--- config.mk ---
export PLATFORM = sky130hd
export DESIGN_NAME = rle_sprite_decoder
export DESIGN_NICKNAME = d
export VERILOG_FILES = /design/src/rtl/rle_sprite_decoder.sv
export SDC_FILE = /design/constraint.sdc
export NUM_CORES = 2
export LEC_CHECK = 0
export CORE_MARGIN = 2
export CORE_UTILIZATION = 35
export CTS_CLUSTER_SIZE = 16
export DETAILED_ROUTE_END_ITERATION = 8
export GPL_TIMING_DRIVEN = 0
export PLACE_DENSITY_LB_ADDON = 0.15
export SLEW_MARGIN = 40
export SYNTH_ARGS = -nofsm -noshare
export SYNTH_HDL_FRONTEND = slang
export SYNTH_SLANG_ARGS = --single-unit
--- constraint.sdc ---
create_clock -name clk -period 5.2 [get_ports clk]
set_input_delay 0.78 -clock clk [delete_from_list [all_inputs] [get_ports clk]]
set_output_delay 0.78 -clock clk [all_outputs]
set_load 0.005 [all_outputs]
--- src/rtl/rle_sprite_decoder.sv ---
`default_nettype none
// +----------------------------------------------------------------------------+
// | Module   : rle_sprite_decoder                                              |
// | Purpose  : Expands a run-length table into a raster stream of pixel colours |
// |            (optional RLE_TRANSPARENCY_EN adds a colour-key output)          |
// | Revision : 1.0  initial release                                            |
// +----------------------------------------------------------------------------+
module rle_sprite_decoder #(
    parameter int                 IMG_W         = 584,
    parameter int                 IMG_H         = 167,
    parameter int                 COLOR_W       = 12,
    parameter int                 MAX_RUNS      = 64,
    parameter int                 LEN_W         = 17,
    parameter logic [COLOR_W-1:0] DEFAULT_COLOR = '0
`ifdef RLE_TRANSPARENCY_EN
    ,
    parameter logic [COLOR_W-1:0] TRANSPARENT_KEY = COLOR_W'(12'hF0F)
`endif
) (
    input  logic                        clk,
    input  logic                        reset,
    input  logic                        run_wr_en,
    input  logic [$clog2(MAX_RUNS)-1:0] run_wr_addr,
    input  logic [LEN_W-1:0]            run_wr_len,
    input  logic [COLOR_W-1:0]          run_wr_color,
    input  logic                        frame_start,
    input  logic                        pix_en,
    output logic [COLOR_W-1:0]          color_data,
    output logic                        pix_valid,
    output logic                        busy,
    output logic                        frame_done
`ifdef RLE_TRANSPARENCY_EN
    ,
    output logic                        transparent
`endif
);

    localparam int               c_aw    = $clog2(MAX_RUNS);
    localparam logic [LEN_W-1:0] c_total = LEN_W'(IMG_W * IMG_H);

    typedef enum logic [1:0] {
        S_IDLE = 2'd0,
        S_LOAD = 2'd1,
        S_RUN  = 2'd2,
        S_DONE = 2'd3
    } state_t;

    state_t r_state, w_state_nxt;

    logic [LEN_W-1:0]   r_run_len   [MAX_RUNS];
    logic [COLOR_W-1:0] r_run_color [MAX_RUNS];

    logic [LEN_W-1:0]   r_pix_cnt, w_pix_cnt_nxt;
    logic [LEN_W-1:0]   r_remain,  w_remain_nxt;
    logic [c_aw-1:0]    r_run_idx, w_run_idx_nxt;
    logic [COLOR_W-1:0] r_cur_color, w_cur_color_nxt;
    logic               r_exhausted, w_exhausted_nxt;
    logic               r_done_pend, w_done_pend_nxt;
    logic [COLOR_W-1:0] w_color_nxt;
    logic               w_valid_nxt;
    logic [c_aw-1:0]    w_rd_addr;
    logic [LEN_W-1:0]   w_rd_len;
    logic [COLOR_W-1:0] w_rd_color;

    assign busy = (r_state == S_LOAD) || (r_state == S_RUN);

    // Single read port: entry 0 while loading, otherwise the entry after the current run.
    assign w_rd_addr  = (r_state == S_RUN) ? r_run_idx + c_aw'(1) : '0;
    assign w_rd_len   = r_run_len[w_rd_addr];
    assign w_rd_color = r_run_color[w_rd_addr];

    always_ff @(posedge clk) begin
        if (run_wr_en && !busy) begin
            r_run_len[run_wr_addr]   <= run_wr_len;
            r_run_color[run_wr_addr] <= run_wr_color;
        end
    end

    always_ff @(posedge clk) begin
        if (reset) begin
            r_state <= S_IDLE;
        end else begin
            r_state <= w_state_nxt;
        end
    end

    always_comb begin
        w_state_nxt     = r_state;
        w_pix_cnt_nxt   = r_pix_cnt;
        w_remain_nxt    = r_remain;
        w_run_idx_nxt   = r_run_idx;
        w_cur_color_nxt = r_cur_color;
        w_exhausted_nxt = r_exhausted;
        w_done_pend_nxt = 1'b0;
        w_color_nxt     = color_data;
        w_valid_nxt     = 1'b0;

        if (frame_start) begin
            w_state_nxt     = S_LOAD;
            w_pix_cnt_nxt   = '0;
            w_remain_nxt    = '0;
            w_run_idx_nxt   = '0;
            w_exhausted_nxt = 1'b0;
        end else begin
            case (r_state)
                S_LOAD: begin
                    if (pix_en) begin
                        w_color_nxt = DEFAULT_COLOR;
                    end
                    if (w_rd_len == '0) begin
                        w_state_nxt     = S_DONE;
                        w_exhausted_nxt = 1'b1;
                    end else begin
                        w_state_nxt     = S_RUN;
                        w_remain_nxt    = w_rd_len;
                        w_cur_color_nxt = w_rd_color;
                    end
                end
                S_RUN: begin
                    if (pix_en) begin
                        w_valid_nxt   = 1'b1;
                        w_color_nxt   = r_exhausted ? DEFAULT_COLOR : r_cur_color;
                        w_pix_cnt_nxt = r_pix_cnt + LEN_W'(1);
                        if (w_pix_cnt_nxt == c_total) begin
                            w_state_nxt     = S_DONE;
                            w_done_pend_nxt = 1'b1;
                        end else if (!r_exhausted) begin
                            if (r_remain == LEN_W'(1)) begin
                                // Fetch the next run now so it starts on the very next pixel.
                                if ((r_run_idx == c_aw'(MAX_RUNS - 1)) || (w_rd_len == '0)) begin
                                    w_exhausted_nxt = 1'b1;
                                    w_remain_nxt    = '0;
                                end else begin
                                    w_run_idx_nxt   = r_run_idx + c_aw'(1);
                                    w_remain_nxt    = w_rd_len;
                                    w_cur_color_nxt = w_rd_color;
                                end
                            end else begin
                                w_remain_nxt = r_remain - LEN_W'(1);
                            end
                        end
                    end
                end
                default: begin
                    if (pix_en) begin
                        w_color_nxt = DEFAULT_COLOR;
                    end
                end
            endcase
        end
    end

    always_ff @(posedge clk) begin
        if (reset) begin
            r_pix_cnt   <= '0;
            r_remain    <= '0;
            r_run_idx   <= '0;
            r_cur_color <= DEFAULT_COLOR;
            r_exhausted <= 1'b0;
            r_done_pend <= 1'b0;
            color_data  <= DEFAULT_COLOR;
            pix_valid   <= 1'b0;
            frame_done  <= 1'b0;
        end else begin
            r_pix_cnt   <= w_pix_cnt_nxt;
            r_remain    <= w_remain_nxt;
            r_run_idx   <= w_run_idx_nxt;
            r_cur_color <= w_cur_color_nxt;
            r_exhausted <= w_exhausted_nxt;
            r_done_pend <= w_done_pend_nxt;
            color_data  <= w_color_nxt;
            pix_valid   <= w_valid_nxt;
            frame_done  <= r_done_pend;
        end
    end

`ifdef RLE_TRANSPARENCY_EN
    always_ff @(posedge clk) begin
        if (reset) begin
            transparent <= 1'b0;
        end else begin
            transparent <= w_valid_nxt && (w_color_nxt == TRANSPARENT_KEY);
        end
    end
`endif

endmodule
`default_nettype wire

==> results.md <==
* Run status: complete, but fails checks
* Failing checks: negative setup slack
* Worst Tran Pin Value at 947.5 ps
* Die Wd at 473.3 um
* Register area share after synthesis at 0.7413
* H-tree depth at 4
* Synth warn at 0
* Crit-path slowest cell: o311a_2
* Top_reg_cell synth: edfxtp_1
* Final setup vio count at 5
* Synth-to-layout area growth at 23.30%
* Final nets at 5190
* RSZ-0062 raised after global routing: true
* Ports at 55
* Synth top area share at 0.7231
* Vias in the first global route at 46980
* Critical Path RT at 5930 ps
* Max-cap violation count at 0
* Post-synthesis async set-or-reset flop share at 0
* Final critical-path share of the clock period at 1.003
* Initial core utilization at 0.3515
* TritonCTS clock tree: built
* Initial antenna violation count at 20
* Total CTS buffers at 207
* Top post-synthesis cells by area: edfxtp_1 (72%), mux4_2 (4.5%), mux2i_1 (3.8%)
* Commonest non-fill, non-tap cell in the layout: edfxtp_1
* CP Cell Sequence: ha_2, buf_6, xnor2_4, nor2_4, clkbuf_4, buf_4, buf_6, buf_6, buf_6, nand2_1, o221ai_1, o22ai_1, o211ai_1, o311a_2, nand4_1, buf_4, o21ai_4, buf_12, clkbuf_4, a211o_1, a21oi_1
* Worst Path Arrival at 5950 ps
* Buffers on Ports at 50
* Multi-input gate area in the final layout at 19390 sq um
* CTS max path bufs at 3
* Final Wtd Congestion at 0.8819
* Kind of critical path: register to register
* Reg clk slew, reported paths at 60 ps
* Post-Synthesis Cells at 4623
* Setup ws final at -15.50 ps
* Max_slew headroom at 0.3646
* DRT iter0 DRCs at 8118
* Final Hold Viols at 0
* Antenna-violating nets left at 0
* R2r setup slk at -20 ps
* GRT Util Overall at 0.2749
* Leak Pwr at 29.42 nW
* First-pass GRT wire length at 419000 um
* Slowest stage delay, CP at 430 ps
* Hold buffers post-CTS at 0
* Setup TNS at -45.03 ps
* 1st-pass router iterations at 6
* Grt ovf at 0
* Sink Count at 1926
* Slew Limit Fails at 0
* Endpoint class of the critical path: register
* Syn avg cell area at 16.67 sq um
* Final Skew at 46.78 ps
* Routed wire length at 313000 um
* Largest net degree at the start of global routing at 65
* Final min period at 5216 ps
* EDFF count, synth at 1856
* Most frequent cells in the layout: edfxtp_1 (1856), mux2i_1 (290), nand2_1 (243)
* Synthesized cell area at 77080 sq um
* Vias per cell at 6.087
* Delay-heaviest family, CP: buffers and inverters
* Clk root buf: clkbuf_16
* Critical Path Fanout Max at 10
* Core area at 219300 sq um
* DRC viols at 0
* Synth unique cells at 90
* Buf/Inv on CP at 9
* Flops & latches, synth at 1926
* Syn_nets at 4670
* Cell repeated most along the worst path: buf_6
* Die area at 224000 sq um
* Largest area contributor in the netlist: edfxtp_1
* FMAX at 191.7 MHz
* Filler cells at 19250
* Clock latency on the worst-skew pair at 880 ps
* Critical Path Source Type: register
* Dpl hpwl at 217500 um
* Layout cells sized above 1 at 0.2375
* FP Rows at 172
* DR WL/cell at 38.17 um
* Vias at 49910
* Seq. cell area at 57140 sq um
* Worst min-delay path class: input pin to register
* PwrDens at 344.7 nW/um^2
* Chip Height at 473.3 um
* Max VDD drop at 0.3775 mV
* Tot Pwr at 32.76 mW
-- cell type report --
class	count	share of cell area
clock inverter	135	0.01310
tap	2871	0.03780
timing repair buffer	320	0.06123
multi-input combinational	2338	0.2040
inverter	26	0.001106
buffer	324	0.02462
antenna	6	0.0001580
clock buffer	253	0.05676
sequential	1926	0.6012
-- worst paths after layout --
path | start | depth (start not counted) | end
min | run_wr_len[9] | 1 | r_run_len[39][9]
max | r_run_idx[1] | 21 | r_cur_color[10]
min reg2reg | r_done_pend | 1 | frame_done
max reg2reg | r_run_idx[1] | 21 | r_cur_color[10]
-- registers in the layout, summed over array words and instances, names as in the netlist, 2 cells and up --
register and count:
color_data 12, r_cur_color 12, r_pix_cnt 17, r_remain 17, r_run_color 768, r_run_idx 6
r_run_len 1088, r_state 2
-- routing by layer --
metal  vias to the layer above  wire length [um]  global-route usage  share of wire
li1                      19880                 -                   -              -
met5                         -                73                   0        0.00023
met3                       608             32410             0.06083           0.10
met1                     26270            123900              0.3760           0.40
met2                      3133            141900              0.4249           0.45
met4                        12             14710              0.1100          0.047
-- what timing repair did --
item                                   CTS  global route
gates cloned                             0             2
resized for setup                      285           100
endpoints found under the hold margin    0             0
pin swaps                               15            11
buffers inserted                        18            13
setup endpoints to repair               37            35
-- worst register-to-register path, cell delays in order, from the launching register on --
cell and delay (ps):
dfxtp_4 380, ha_2 180, buf_6 150, xnor2_4 180, nor2_4 230, clkbuf_4 310
buf_4 340, buf_6 310, buf_6 300, buf_6 310, nand2_1 100, o221ai_1 90
o22ai_1 180, o211ai_1 400, o311a_2 440, nand4_1 130, buf_4 190, o21ai_4 170
buf_12 160, clkbuf_4 230, a211o_1 220, a21oi_1 90
-- through the flow --
stage               std cells  cell area [sq um]    util  hold slack, ps  setup WS [ps]
floorplan                4623              77080       -           413.8           1065
global placement         7544              81170  0.3701           443.4          -5418
detailed placement       7776              86900  0.3963           448.7          -2430
CTS                      8177              94580  0.4313           108.9          1.752
global route             8194              95020  0.4333           147.4         -53.90
finish                   8199              95040  0.4334           164.2         -15.50
-- logic make-up (layout without fill, tap and decap cells) --
family,Yosys count,in the layout,synth area share
AOI/OAI and AO/OA,989,989,0.08973
xor gates and xnor gates,30,30,0.003750
adders and majority gates,7,7,0.001136
buffers and inverters,359,1058,0.02271
DFF,1926,1926,0.7413
muxes,512,512,0.09274
other,0,6,0
and+or+nand+nor,800,800,0.04868
-- power breakdown --
group	leakage [nW]	internal, mW	total (mW)	switching [mW]
logic	8.94	0.296	1.00	0.708
registers	17.3	17.1	17.1	0.0223
clock network	3.23	8.24	14.7	6.44
-- cell usage after synthesis, drive strengths merged (7+ instances only) --
master and n:
nand2b 17, nand4 24, a221oi 116, a211oi 119, o31ai 9, o22a 7
mux2 64, nor3 73, and2 15, nor3b 10, o221ai 55, mux2i 293
or4 7, nand3b 9, o21ai 179, or3 34, mux4 155, a221o 11
a32oi 16, nand3 46, ha 7, xnor2 20, o22ai 57, xor2 10
edfxtp 1856, o211ai 38, nor2 226, nor4 23, a311oi 8, a21oi 170
nor2b 19, o311ai 21, a2bb2oi 17, and3 32, dfxtp 70, a211o 20
clkbuf 147, o2111ai 12, a21boi 8, a31oi 52, buf 186, a2111oi 8
nand2 249, a22oi 20, inv 24
Note: power is estimated with default switching activity, not from simulation.
